[config.mk]
export PLATFORM = sky130hd
export DESIGN_NAME = adder_pipe_6bit_flat
export DESIGN_NICKNAME = d
export VERILOG_FILES = /design/src/rtl/tpu_arith_pkg.sv /design/src/rtl/adder_pipe_6bit_if.sv /design/src/rtl/add_carry_6bit.sv /design/src/rtl/adder_pipe_6bit.sv /design/src/flat_wrapper.sv
export SDC_FILE = /design/constraint.sdc
export NUM_CORES = 1
export LEC_CHECK = 0
export BUFFER_PORTS_ARGS = -buffer_cell sky130_fd_sc_hd__buf_2
export CORE_ASPECT_RATIO = 1.25
export CORE_UTILIZATION = 45
export DETAILED_ROUTE_END_ITERATION = 8
export GPL_TIMING_DRIVEN = 0
export MAX_ROUTING_LAYER = met4
export PLACE_DENSITY = 0.71
export SLEW_MARGIN = 10
export SYNTH_ARGS = -nofsm -noshare
export SYNTH_HDL_FRONTEND = slang
export SYNTH_SLANG_ARGS = --single-unit
[constraint.sdc]
create_clock -name clk -period 1.7 [get_ports clk]
set_input_delay 0.085 -clock clk [delete_from_list [all_inputs] [get_ports clk]]
set_output_delay 0.085 -clock clk [all_outputs]
set_load 0.005 [all_outputs]
[src/rtl/tpu_arith_pkg.sv]
// Shared arithmetic types for the TPU exponent/offset datapath.
//   u6_t    : 6-bit unsigned operand/result
//   sum6_t  : packed {carry, sum} result of a 6-bit add
//   U6_MAX  : all-ones 6-bit value, used as the saturation level
package tpu_arith_pkg;

    typedef logic [5:0] u6_t;

    typedef struct packed {
        logic carry;
        u6_t  sum;
    } sum6_t;

    localparam u6_t U6_MAX = 6'd63;

endpackage

[src/rtl/adder_pipe_6bit_if.sv]
// Handshake/data bundle for adder_pipe_6bit.
//   in_valid/in_ready   : operand beat handshake (master -> adder)
//   in_a, in_b          : operands; in_b ignored in accumulate mode
//   in_acc              : 1 = sum against running accumulator, 0 = in_a + in_b
//   acc_clr             : clear running accumulator
//   out_valid/out_ready : result handshake (adder -> master)
//   out_sum, out_carry  : result and carry-out
// modport master : the side that issues operands and consumes results
// modport slave  : the adder itself
interface adder_pipe_6bit_if;
    import tpu_arith_pkg::*;

    logic in_valid;
    logic in_ready;
    u6_t  in_a;
    u6_t  in_b;
    logic in_acc;
    logic acc_clr;
    logic out_valid;
    logic out_ready;
    u6_t  out_sum;
    logic out_carry;

    modport master (
        output in_valid, in_a, in_b, in_acc, acc_clr, out_ready,
        input  in_ready, out_valid, out_sum, out_carry
    );

    modport slave (
        input  in_valid, in_a, in_b, in_acc, acc_clr, out_ready,
        output in_ready, out_valid, out_sum, out_carry
    );

endinterface

[src/rtl/add_carry_6bit.sv]
// Combinational 6-bit unsigned add with carry-out and optional saturation.
// Config macro: SATURATE_EN -- when defined, a carry forces the sum to all-ones;
//               when undefined, the sum wraps modulo 2^WIDTH.
// Ports:
//   i_x, i_y : operands
//   o_res    : {carry, sum}
module add_carry_6bit
    import tpu_arith_pkg::*;
#(
    parameter int unsigned WIDTH = 6
) (
    input  u6_t   i_x,
    input  u6_t   i_y,
    output sum6_t o_res
);

    logic [WIDTH:0] w_sum7;

    assign w_sum7      = {1'b0, i_x} + {1'b0, i_y};
    assign o_res.carry = w_sum7[WIDTH];

`ifdef SATURATE_EN
    assign o_res.sum = w_sum7[WIDTH] ? U6_MAX : w_sum7[WIDTH-1:0];
`else
    assign o_res.sum = w_sum7[WIDTH-1:0];
`endif

endmodule

[src/rtl/adder_pipe_6bit.sv]
// Two-stage pipelined, valid/ready handshaked 6-bit unsigned adder with an
// optional running accumulator (sum = acc + in_a when in_acc=1).
// Config macro: SATURATE_EN (see add_carry_6bit); affects out_sum and acc.
// Ports:
//   clk : rising-edge clock
//   rst : synchronous active-high reset; drops all in-flight beats
//   bus : adder_pipe_6bit_if.slave handshake/data bundle
module adder_pipe_6bit
    import tpu_arith_pkg::*;
#(
    parameter int unsigned WIDTH = 6
) (
    input  logic                clk,
    input  logic                rst,
    adder_pipe_6bit_if.slave    bus
);

    logic  r_s1_valid;
    sum6_t r_s1;
    logic  r_out_valid;
    sum6_t r_out;
    u6_t   r_acc;

    logic  w_s2_adv;
    logic  w_s1_adv;
    logic  w_accept;
    u6_t   w_y;
    sum6_t w_res;

    // Ready chains back combinationally so a stalled output blocks input in
    // the same cycle, while any bubble in S1/S2 keeps the input open.
    assign w_s2_adv = !r_out_valid || bus.out_ready;
    assign w_s1_adv = !r_s1_valid || w_s2_adv;
    assign w_accept = bus.in_valid && bus.in_ready;

    assign bus.in_ready  = w_s1_adv && !rst;
    assign bus.out_valid = r_out_valid;
    assign bus.out_sum   = r_out.sum;
    assign bus.out_carry = r_out.carry;

    // A clear coinciding with an accumulate beat makes that beat see acc=0.
    always_comb begin
        w_y = bus.in_b;
        if (bus.in_acc) begin
            w_y = bus.acc_clr ? '0 : r_acc;
        end
    end

    add_carry_6bit #(.WIDTH(WIDTH)) u_add (
        .i_x   (bus.in_a),
        .i_y   (w_y),
        .o_res (w_res)
    );

    always_ff @(posedge clk) begin
        if (rst) begin
            r_s1_valid  <= 1'b0;
            r_s1        <= '0;
            r_out_valid <= 1'b0;
            r_out       <= '0;
            r_acc       <= '0;
        end else begin
            if (w_s2_adv) begin
                r_out_valid <= r_s1_valid;
                if (r_s1_valid) begin
                    r_out <= r_s1;
                end
            end
            if (w_s1_adv) begin
                r_s1_valid <= w_accept;
                if (w_accept) begin
                    r_s1 <= w_res;
                end
            end
            if (w_accept && bus.in_acc) begin
                r_acc <= w_res.sum;
            end else if (bus.acc_clr) begin
                r_acc <= '0;
            end
        end
    end

endmodule

[src/flat_wrapper.sv]
// flat-port wrapper written by rule: the top's interface ports become plain ports
module adder_pipe_6bit_flat import tpu_arith_pkg::*;
#(
    parameter int unsigned WIDTH = 6
)
  (clk, rst, bus_in_valid, bus_in_a, bus_in_b, bus_in_acc, bus_acc_clr, bus_out_ready, bus_in_ready, bus_out_valid, bus_out_sum, bus_out_carry);
  adder_pipe_6bit_if bus_i ();
  input  logic clk;
  input  logic rst;
  input wire logic [$bits(bus_i.in_valid)-1:0] bus_in_valid;
  input wire logic [$bits(bus_i.in_a)-1:0] bus_in_a;
  input wire logic [$bits(bus_i.in_b)-1:0] bus_in_b;
  input wire logic [$bits(bus_i.in_acc)-1:0] bus_in_acc;
  input wire logic [$bits(bus_i.acc_clr)-1:0] bus_acc_clr;
  input wire logic [$bits(bus_i.out_ready)-1:0] bus_out_ready;
  output wire logic [$bits(bus_i.in_ready)-1:0] bus_in_ready;
  output wire logic [$bits(bus_i.out_valid)-1:0] bus_out_valid;
  output wire logic [$bits(bus_i.out_sum)-1:0] bus_out_sum;
  output wire logic [$bits(bus_i.out_carry)-1:0] bus_out_carry;
  assign bus_i.in_valid = bus_in_valid;
  assign bus_i.in_a = bus_in_a;
  assign bus_i.in_b = bus_in_b;
  assign bus_i.in_acc = bus_in_acc;
  assign bus_i.acc_clr = bus_acc_clr;
  assign bus_i.out_ready = bus_out_ready;
  assign bus_in_ready = bus_i.in_ready;
  assign bus_out_valid = bus_i.out_valid;
  assign bus_out_sum = bus_i.out_sum;
  assign bus_out_carry = bus_i.out_carry;
  adder_pipe_6bit #(.WIDTH(WIDTH)) u_core (.clk(clk), .rst(rst), .bus(bus_i));
endmodule
### Word level (Yosys, flattened, before mapping)

Index checks and enable logic that the tools add are counted.

* word-level logic and storage cells: 21
* input bits: 18
* register bits after elaboration: 22
* output and inout port bits: 9

* multiplexer cells: 3
* reduce and logical (&&, ||, !) cells: 10
* $add $sub $neg: 1

Operators by type and width (number)
* $mux W6: 3
* $add A6 B6 Y7: 1
* $reduce_and A2 Y1: 2
* $logic_and A1 B1 Y1: 3
* $logic_not A1 Y1: 3
* $logic_or A1 B1 Y1: 2

### Longest topological paths before layout

* depth in word-level cells: 7
* mapped depth: 8
* gate-level depth less buffers: 8

### Cells and area by module

Synthesis repeated with hierarchy kept, for this count alone.

* cells, all modules: 135
* area total of the unflattened synthesis: 1281.2 sq um

Modules (own cells, without submodules)
* adder_pipe_6bit: sequential area each 440.4 sq um, cells an instance 107, instances 1, area each 1038.5 sq um
* add_carry_6bit: sequential area each 0.0 sq um, cells an instance 28, instances 1, area each 242.7 sq um

### Worst setup path before layout

OpenSTA, ideal clock, no wires.

* path type: register -> register
* start: register u_core.r_acc[0]
* end: register u_core.r_acc[4]
* cell stages (with the launch flop): 9
* slack: -0.058 ns
* library setup time: 0.087 ns
* data arrival time: 1.671 ns
* clock period less this slack: 1.758 ns
* path buffers: 0
* data required time: 1.613 ns
* path through: dfxtp_1 > nor2b_1 > mux2_2 > ha_1 > fa_1 > nand3_1 > nand2_1 > xnor2_1 > o31ai_1

* word-level cells in the longest chain between the ends: 4

RTL lines
* from (decl): RTL line adder_pipe_6bit.sv:22 `u6_t r_acc;`
* from (signal assigned): RTL line adder_pipe_6bit.sv:76 `r_acc <= w_res.sum;`
* $mux W6
* $mux W6: RTL line adder_pipe_6bit.sv:44 `if (bus.in_acc) begin`
* $add A6 B6 Y7: RTL line add_carry_6bit.sv:19 `assign w_sum7 = {1'b0, i_x} + {1'b0, i_y};`
* $mux W6: RTL line adder_pipe_6bit.sv:75 `if (w_accept && bus.in_acc) begin`

Every way passes these cells.
A chain may end at the register's enable or synchronous reset.

### Worst setup path after layout

* start: register u_core.r_acc[1]
* end: register u_core.r_s1[5] in the netlist's numbering

* word-level cells in the longest chain between the ends: 3

RTL lines
* $mux W6
* $mux W6: RTL line adder_pipe_6bit.sv:44
* $add A6 B6 Y7: RTL line add_carry_6bit.sv:19
* to (signal assigned): RTL line adder_pipe_6bit.sv:72 `r_s1 <= w_res;`
* to (decl): RTL line adder_pipe_6bit.sv:19 `sum6_t r_s1;`

Every way passes these cells.

==> flow_summary.toml <==
[outcome]
outcome = "finished with violations"
violations = "setup timing"

[detailed_routing]
via_per_inst = 5.37
wl_per_cell_um = 13.2
first_iter_violations = 29
firstDrtPassIters = 4
routed_wl_um = 2590
vias = 1052
drc = 0
ant_nets = 0

[clocking]
cts_made_buffers = 3
cts.path.max_buffers = 2
cts.clk_slew.worst_paths_ps = 120
cts_root_buf = "clkbuf_4"
clk_latency_ps = 310
h-tree-depth = 1
cts_tree = "built"
cts_sinks = 22
hold_buffers = 0

[worst_setup_path]
crit_type = "flop to flop"
crit_required_ps = 1930
cp_max_fo = 4
start_kind = "flop"
critPathArrivalTime_ps = 2090
endpoint_kind = "flop"

[synthesis]
synthesis.area_um2 = 1200
syn-num-nets = 156
synth_top_area_share = 0.366
seq_area_frac_synth = 0.366
yosys_warnings = 0
yosys_register_bits = 22
synth_top_area_cell = "dfxtp_1"
synth_area_leaders = "dfxtp_1, mux2i_1, ha_1"
syn_inst = 131
ys_types = 29
avgSynthCellArea_um2 = 9.19

[min_path]
min_path_type = "input port to flop"

[layout]
diodes = 0
final_area_um2 = 1600
most-common-layout-cells = "buf_2, dfxtp_1, nor2_1, nand3b_1, mux2i_1"
mostFrequentLayoutCell = "buf_2"
final_layout_size_suffix_gt1_frac = 0.374
fin_nets = 189
fin_cells = 196
syn2layout_area_growth_pct = 32.7

[sta]
setup_viol = 6
finalCriticalPeriod_ps = 1860
relSlewSlack = 0.684
maxSlewViolCount = 0
setup_slack_ps = -159
setup_tns_ps = -527
max_slew.worst_pin.slew_ps = 474
rsz0062_at_grt = "true"
skew_ps = 1.55
finalHoldViolCount = 0
period_share = 1.09
clock.fmax_mhz = 538

[run]
maxCapViolations = 0

[floorplanning]
start_util = 0.486
dieArea_um2 = 2890
die_h_um = 59.8
die_x_um = 48.3
rows = 20
ios = 27
core_um2 = 2480

[power]
leakage_nw = 0.696
total_power_mw = 1.15
powerDensity_nw_per_um2 = 718
vdd_drop_max_mv = 0.328

[global_routing]
grt_usage = 0.208
antenna_found_initial = 0
grt_pass1_vias = 920
grt_max_degree = 13
grt_pass1_wl_um = 4150
grt_overflow_total = 0

[place]
dpl.hpwl_um = 1780
place.gp.congestion = 0.797
placed_cell_area_um2 = 1370
portBuffers = 24
place_inst = 188
post-place-ws_ps = -159
## what timing repair did
item	CTS	global route
hold endpoints to repair	0	0
pin swaps	9	5
setup endpoints to repair	9	10
setup buffers	2	2
gates resized for setup	16	18
## flip-flops by register name, summed over array words and instances (netlist names)
signal and count:
u_core.r_s1 7, u_core.bus.out_sum 6, u_core.r_acc 6, u_core.bus.out_carry 1, u_core.bus.out_valid 1, u_core.r_s1_valid 1
## power breakdown
group / internal (mW) / total [mW] / switching (mW)
sequential: 0.549 / 0.566 / 0.0169
combinational: 0.148 / 0.292 / 0.145
clock: 0.131 / 0.289 / 0.159
## Yosys cell counts
master    instances
nor2_4            1
o21a_1            1
nor3b_1           3
nand2_1           9
fa_1              1
o211ai_1          2
o31ai_1           3
a21oi_1           5
nand3_1           4
nand3b_4          1
o21ai_2           1
mux2i_1          10
clkbuf_1          2
and2_1            1
xnor2_1           3
dfxtp_1          22
or4b_1            2
ha_1              6
a211oi_1          2
mux2_2            3
nand3b_1         10
buf_6             3
inv_1             7
nor3_1            1
nor2b_1           4
and3b_1           1
o21ai_0           7
nor2_1           15
o21bai_1          1
## worst max-delay path, cell delays in order (launching register included)
cell	delay, ps
dfxtp_1	330
nor2b_4	130
mux2_4	290
ha_4	230
a21oi_4	160
o211ai_1	120
buf_4	160
o21a_1	190
o31ai_1	180
## final cells by class
type / count / area (um^2)
multi-input cells: 97 / 856
fillers: 202 / 880
inverters: 7 / 26.3
repair buffers: 28 / 154
flip-flops and latches: 22 / 443
well taps: 33 / 41.3
plain buffers: 5 / 41.3
clock buffers: 4 / 36.3
## stage by stage
step	utilization	hold WS, ps
floorplan	-	206
global placement	0.552	385
detailed placement	0.552	386
CTS	0.606	67.7
global route	0.645	86.5
finish	0.645	66.7
## final timing paths
kind | to | depth (start not counted) | startpoint | slack (ps)
min | u_core.r_s1_valid | 3 | bus_in_valid | 70
min reg2reg | u_core.r_s1[4] | 2 | u_core.r_s1[4] | 490
max | u_core.r_s1[5] | 8 | u_core.r_acc[1] | -160
max reg2reg | u_core.r_s1[5] | 8 | u_core.r_acc[1] | -160
## metal layers
layer  part of all wire  wire length (um)  up-vias  global-route usage
met4              0.015                39        0              0.0833
met3              0.044               114        5              0.0181
met2               0.53              1370       33               0.339
met1               0.41              1070      490               0.256
li1                   -                 -      524                   -
met5                  0                 0        -                   -
## logic make-up (layout without fill, tap and decap cells)
logic type	after synthesis	in the layout	share of synthesized area
AO/OA/AOI/OAI	22	22	0.113
XOR/XNOR	3	3	0.0218
adder cells (fa/ha/maj)	7	7	0.0790
buffers and inverters	12	44	0.0561
flip-flops	22	22	0.366
multiplexers	13	13	0.111
AND/OR/NAND/NOR	52	52	0.253
Note: power is estimated with default switching activity, not from simulation.
